File: src/rtl/player_hit_manager.sv
// Player/hazard overlap detector with lives tracking. A confirmed hit pulses
// player_die once, then waits for the downstream revive blink before re-arming.
module player_hit_manager #(
    parameter int START_LIVES   = 3,
    parameter int LIVES_W       = 2,
    parameter int HIT_THRESHOLD = 4,
    parameter int CNT_W         = 13,
    parameter int ACK_TIMEOUT   = 16
) (
    input  logic               clk6p25m,
    input  logic               reset,
    input  logic               frame_begin,
    input  logic               player,
    input  logic               hazard,
    input  logic               isReviving,
    input  logic               restart,
    output logic               player_die,
    output logic [LIVES_W-1:0] lives,
    output logic               game_over
);

    localparam int                 TMR_W      = (ACK_TIMEOUT > 1) ? $clog2(ACK_TIMEOUT) : 1;
    localparam logic [TMR_W-1:0]   TMR_LAST   = TMR_W'(ACK_TIMEOUT - 1);
    localparam logic [CNT_W-1:0]   THRESH     = CNT_W'(HIT_THRESHOLD);
    localparam logic [CNT_W-1:0]   OV_MAX     = '1;
    localparam logic [LIVES_W-1:0] LIVES_INIT = LIVES_W'(START_LIVES);

    typedef enum logic [2:0] {
        ALIVE     = 3'd0,
        DYING     = 3'd1,
        WAIT_ACK  = 3'd2,
        REVIVING  = 3'd3,
        GAME_OVER = 3'd4
    } state_t;

    state_t             state_r;
    state_t             state_s;
    logic [CNT_W-1:0]   ov_r;
    logic [CNT_W-1:0]   ov_s;
    logic [CNT_W-1:0]   ov_cnt_s;
    logic [TMR_W-1:0]   tmr_r;
    logic [TMR_W-1:0]   tmr_s;
    logic [LIVES_W-1:0] lives_r;
    logic [LIVES_W-1:0] lives_s;
    logic               player_die_r;
    logic               game_over_r;
    logic               overlap_s;
    logic               hit_s;
    logic               enter_alive_s;

    assign overlap_s = player & hazard;
    // Evaluation uses the count of the frame that just ended, before the reload.
    assign hit_s     = frame_begin && (ov_r >= THRESH) && (lives_r != '0);

    // Next-state, lives, timeout and overlap-counter logic.
    always_comb begin
        state_s = state_r;
        lives_s = lives_r;
        tmr_s   = tmr_r;

        if (frame_begin) begin
            ov_cnt_s = CNT_W'(overlap_s);
        end else if (overlap_s && (ov_r != OV_MAX)) begin
            ov_cnt_s = ov_r + CNT_W'(1);
        end else begin
            ov_cnt_s = ov_r;
        end

        case (state_r)
            ALIVE: begin
                if (hit_s) begin
                    state_s = DYING;
                    lives_s = lives_r - LIVES_W'(1);
                end else begin
                    state_s = ALIVE;
                end
            end
            DYING: begin
                tmr_s = '0;
                if (lives_r == '0) begin
                    state_s = GAME_OVER;
                end else begin
                    state_s = WAIT_ACK;
                end
            end
            WAIT_ACK: begin
                if (isReviving) begin
                    state_s = REVIVING;
                end else if (tmr_r == TMR_LAST) begin
                    state_s = ALIVE;
                end else begin
                    tmr_s = tmr_r + TMR_W'(1);
                end
            end
            REVIVING: begin
                if (!isReviving) begin
                    state_s = ALIVE;
                end else begin
                    state_s = REVIVING;
                end
            end
            GAME_OVER: begin
                state_s = GAME_OVER;
            end
            default: begin
                state_s = ALIVE;
            end
        endcase

        // Overlap accumulated while invulnerable must not carry into ALIVE.
        enter_alive_s = (state_s == ALIVE) && (state_r != ALIVE);
        ov_s          = enter_alive_s ? '0 : ov_cnt_s;
    end

    // State and registered outputs; restart behaves exactly like reset.
    always_ff @(posedge clk6p25m) begin
        if (reset || restart) begin
            state_r      <= ALIVE;
            ov_r         <= '0;
            tmr_r        <= '0;
            lives_r      <= LIVES_INIT;
            player_die_r <= 1'b0;
            game_over_r  <= 1'b0;
        end else begin
            state_r      <= state_s;
            ov_r         <= ov_s;
            tmr_r        <= tmr_s;
            lives_r      <= lives_s;
            player_die_r <= (state_s == DYING);
            game_over_r  <= (state_s == GAME_OVER);
        end
    end

    assign player_die = player_die_r;
    assign lives      = lives_r;
    assign game_over  = game_over_r;

endmodule

File: config.mk
export PLATFORM = sky130hd
export DESIGN_NAME = player_hit_manager
export DESIGN_NICKNAME = d
export VERILOG_FILES = /design/src/rtl/player_hit_manager.sv
export SDC_FILE = /design/constraint.sdc
export NUM_CORES = 1
export LEC_CHECK = 0
export ABC_AREA = 1
export CAP_MARGIN = 30
export CELL_PAD_IN_SITES_DETAIL_PLACEMENT = 0
export CELL_PAD_IN_SITES_GLOBAL_PLACEMENT = 1
export CORE_ASPECT_RATIO = 0.75
export CORE_UTILIZATION = 44
export CTS_CLUSTER_DIAMETER = 60
export CTS_CLUSTER_SIZE = 8
export DETAILED_ROUTE_END_ITERATION = 6
export PLACE_DENSITY = 0.86
export SYNTH_ARGS = -nofsm -noshare
export SYNTH_HDL_FRONTEND = slang
export SYNTH_SLANG_ARGS = --single-unit
File: constraint.sdc
create_clock -name clk6p25m -period 3.55 [get_ports clk6p25m]
set_input_delay 0.71 -clock clk6p25m [delete_from_list [all_inputs] [get_ports clk6p25m]]
set_output_delay 0.71 -clock clk6p25m [all_outputs]
set_load 0.01 [all_outputs]
==> metrics.cfg <==
[layout]
area_growth_pct = 12.9
num_antenna_cells = 0
stdcell_count = 278
drive_gt1_share_pct = 13.8
final_cell_mix = 61 x nand2_1, 36 x inv_1, 33 x nor2_1, 24 x dfxtp_1, 12 x nand3_1
fin_util_pct = 54.8
fin_nets = 252
final_common_cell = nand2_1

[global_route]
grt_use_total_pct = 20.0
grt-ovfl-total = 0
grt_pass1_vias = 1247
antenna_found_initial = 0
grt_max_degree = 21
grt_pass1_wl_mm = 5.62

[die]
ios = 11
dieArea_um2 = 3650
core_um2 = 3080
die_w_um = 69.4
die_h_um = 52.5
start_util_pct = 48.6
rows = 17

[logic_synthesis]
async_flop_share_pct = 0
synth-adder-area-share_pct = 3.34
synth_top_family_by_area = simple AND/OR/NAND/NOR gates
synth.net_count = 239
synth_edf_count = 0
yosys_warnings = 0
synth.avg_cell_area_um2 = 6.57
synth_flop_cell = dfxtp_1
synth_cell_type_count = 22
synthCells = 228
synth-compound-area-share_pct = 11.1
yosys.area_share.simple_pct = 38.8
synthMuxAreaShare_pct = 0
synthXorXnorAreaFrac_pct = 2.92
yosys_register_bits = 24
yosysSeqAreaShare_pct = 32.1
synth_area_um2 = 1500

[clock_network]
cts_resized = 0
numClockSinks = 24
cts_made_buffers = 3
cts-htree-levels = 1
cts_root_buffer = clkbuf_8
post_cts_buffers = 0
cts_tree = built
clkTransAtPathRegs_ns = 0.09
holdBufCountCts = 0
clock_path_buffers = 2
clk_latency_ns = 0.27

[run_status]
status = completed

[sta]
setup_viol = 0
max_slew_margin_pct = 40.2
setup_tns_ns = 0
rsz0062_at_grt = no
min_period_ns = 2.22
skew_ns = 0.00736
slew_viol_final = 0
setup_ws_ns = 1.33
hold_viol_final = 0
min_period_over_period_pct = 62.6
max_slew.worst_pin.slew_ns = 0.896
fmax_mhz = 450

[power]
p_sw_w = 0.000104
p_per_area_nw_per_um2 = 316
p_total_w = 0.000534
pwr-share-seq_pct = 50.6
clkPwrFrac_pct = 44.8
intPower_w = 0.000430
ir_drop_mv = 0.192
switching_share_pct = 19.5
pwr-share-comb_pct = 4.6
p_leak_nw = 0.701

[place]
gp_congestion = 0.877
port_buffers = 10
pre_cts_ws_ns = 1.02
place_inst = 274
hpwl_mm = 2.47

[critical_path]
cp.required_ns = 3.71
endpoint_kind = flip-flop
arrival_ns = 2.39
worstPathMaxFanout = 20
reg2reg_depth = 10
critical_path_class = in -> reg
cp-start-kind = input pin

[worst_hold_path]
hold_depth = 2
hold_path_class = reg -> reg

[drt]
vias_per_cell = 4.89
drtIter0Drc = 56
drc = 0
ant_nets = 0
wire_per_inst_um = 11.5
drt_first_pass_iters = 5
routed-via-count = 1359
drt_wl_total_mm = 3.20

[run]
maxCapViolations = 0

-- path summary, 6_finish.rpt --
check / start / end / slack (ns)
min reg2reg: tmr_r[3]$_SDFFE_PP0P_ / tmr_r[3]$_SDFFE_PP0P_ / 0.51
max reg2reg: ov_r[0]$_SDFFE_PP0P_ / ov_r[4]$_SDFFE_PP0P_ / 1.38
max: player / ov_r[4]$_SDFFE_PP0P_ / 1.33
min: tmr_r[3]$_SDFFE_PP0P_ / tmr_r[3]$_SDFFE_PP0P_ / 0.51
-- critical path, cell delays in order --
cell and delay [ns]:
clkdlybuf4s50_1 0.45, nand2_1 0.11, nor2_2 0.72, buf_4 0.25, o21ai_2 0.05, inv_1 0.06
nor2_2 0.03
-- routing by layer --
| metal | GRT usage, % | share of wire [%] | vias to the layer above |
|---|---|---|---|
| li1 | - | - | 725 |
| met1 | 27.6 | 53 | 596 |
| met2 | 31.4 | 41 | 36 |
| met3 | 5.19 | 6.1 | 2 |
| met4 | 4.42 | 0.44 | 0 |
| met5 | 0 | 0 | - |
-- state kept, by name, summed over array words and instances, names as in the netlist --
| name | cells |
|---|---|
| game_over | 1 |
| state_r | 3 |
| ov_r | 13 |
| player_die | 1 |
| tmr_r | 4 |
| lives | 2 |
-- area by class of cell --
class                      instances  area [um2]
fill                             309        1390
multi-input combinational        163         842
sequential                        24         480
inverter                          38         143
timing repair buffer              11         108
tap                               38        47.5
clock buffer                       3        41.3
clock inverter                     1        30.0
-- cell usage after synthesis, drive strengths merged, types with 3 or more instances --
cell type   n  area share (%)
buf         3             2.3
nand3      15             6.0
nand4       5             2.1
inv        38             9.5
a21oi       6             2.0
dfxtp      24              32
nor2       45              14
nand2      63              16
ha          4             3.3
o21ai      16             7.6
xor2        4             2.3
o21bai      3             1.5
-- cells by family after synthesis --
family,count (synthesis)
buffers and inverters,41
AOI/OAI and AO/OA,25
adders and majority gates,4
and+or+nand+nor,129
DFF,24
xor gates and xnor gates,5
-- through the flow --
step,hold WS (ns),instance area [um2]
after floorplan,0.463,1500
after global placement,0.475,1620
after detailed placement,0.491,1620
after CTS,0.511,1690
after global routing,0.522,1690
final,0.505,1690
-- power groups by stage --
stage / sequential (W) / combinational, W / clock, W
detailed placement: 0.000277 / 0.0000245 / 0
global placement: 0.000277 / 0.0000240 / 0
CTS: 0.000270 / 0.0000246 / 0.000245
finish: 0.000270 / 0.0000244 / 0.000240
floorplan: 0.000276 / 0.0000160 / 0
global route: 0.000271 / 0.0000272 / 0.000257
Note: power is estimated with default switching activity, not from simulation.
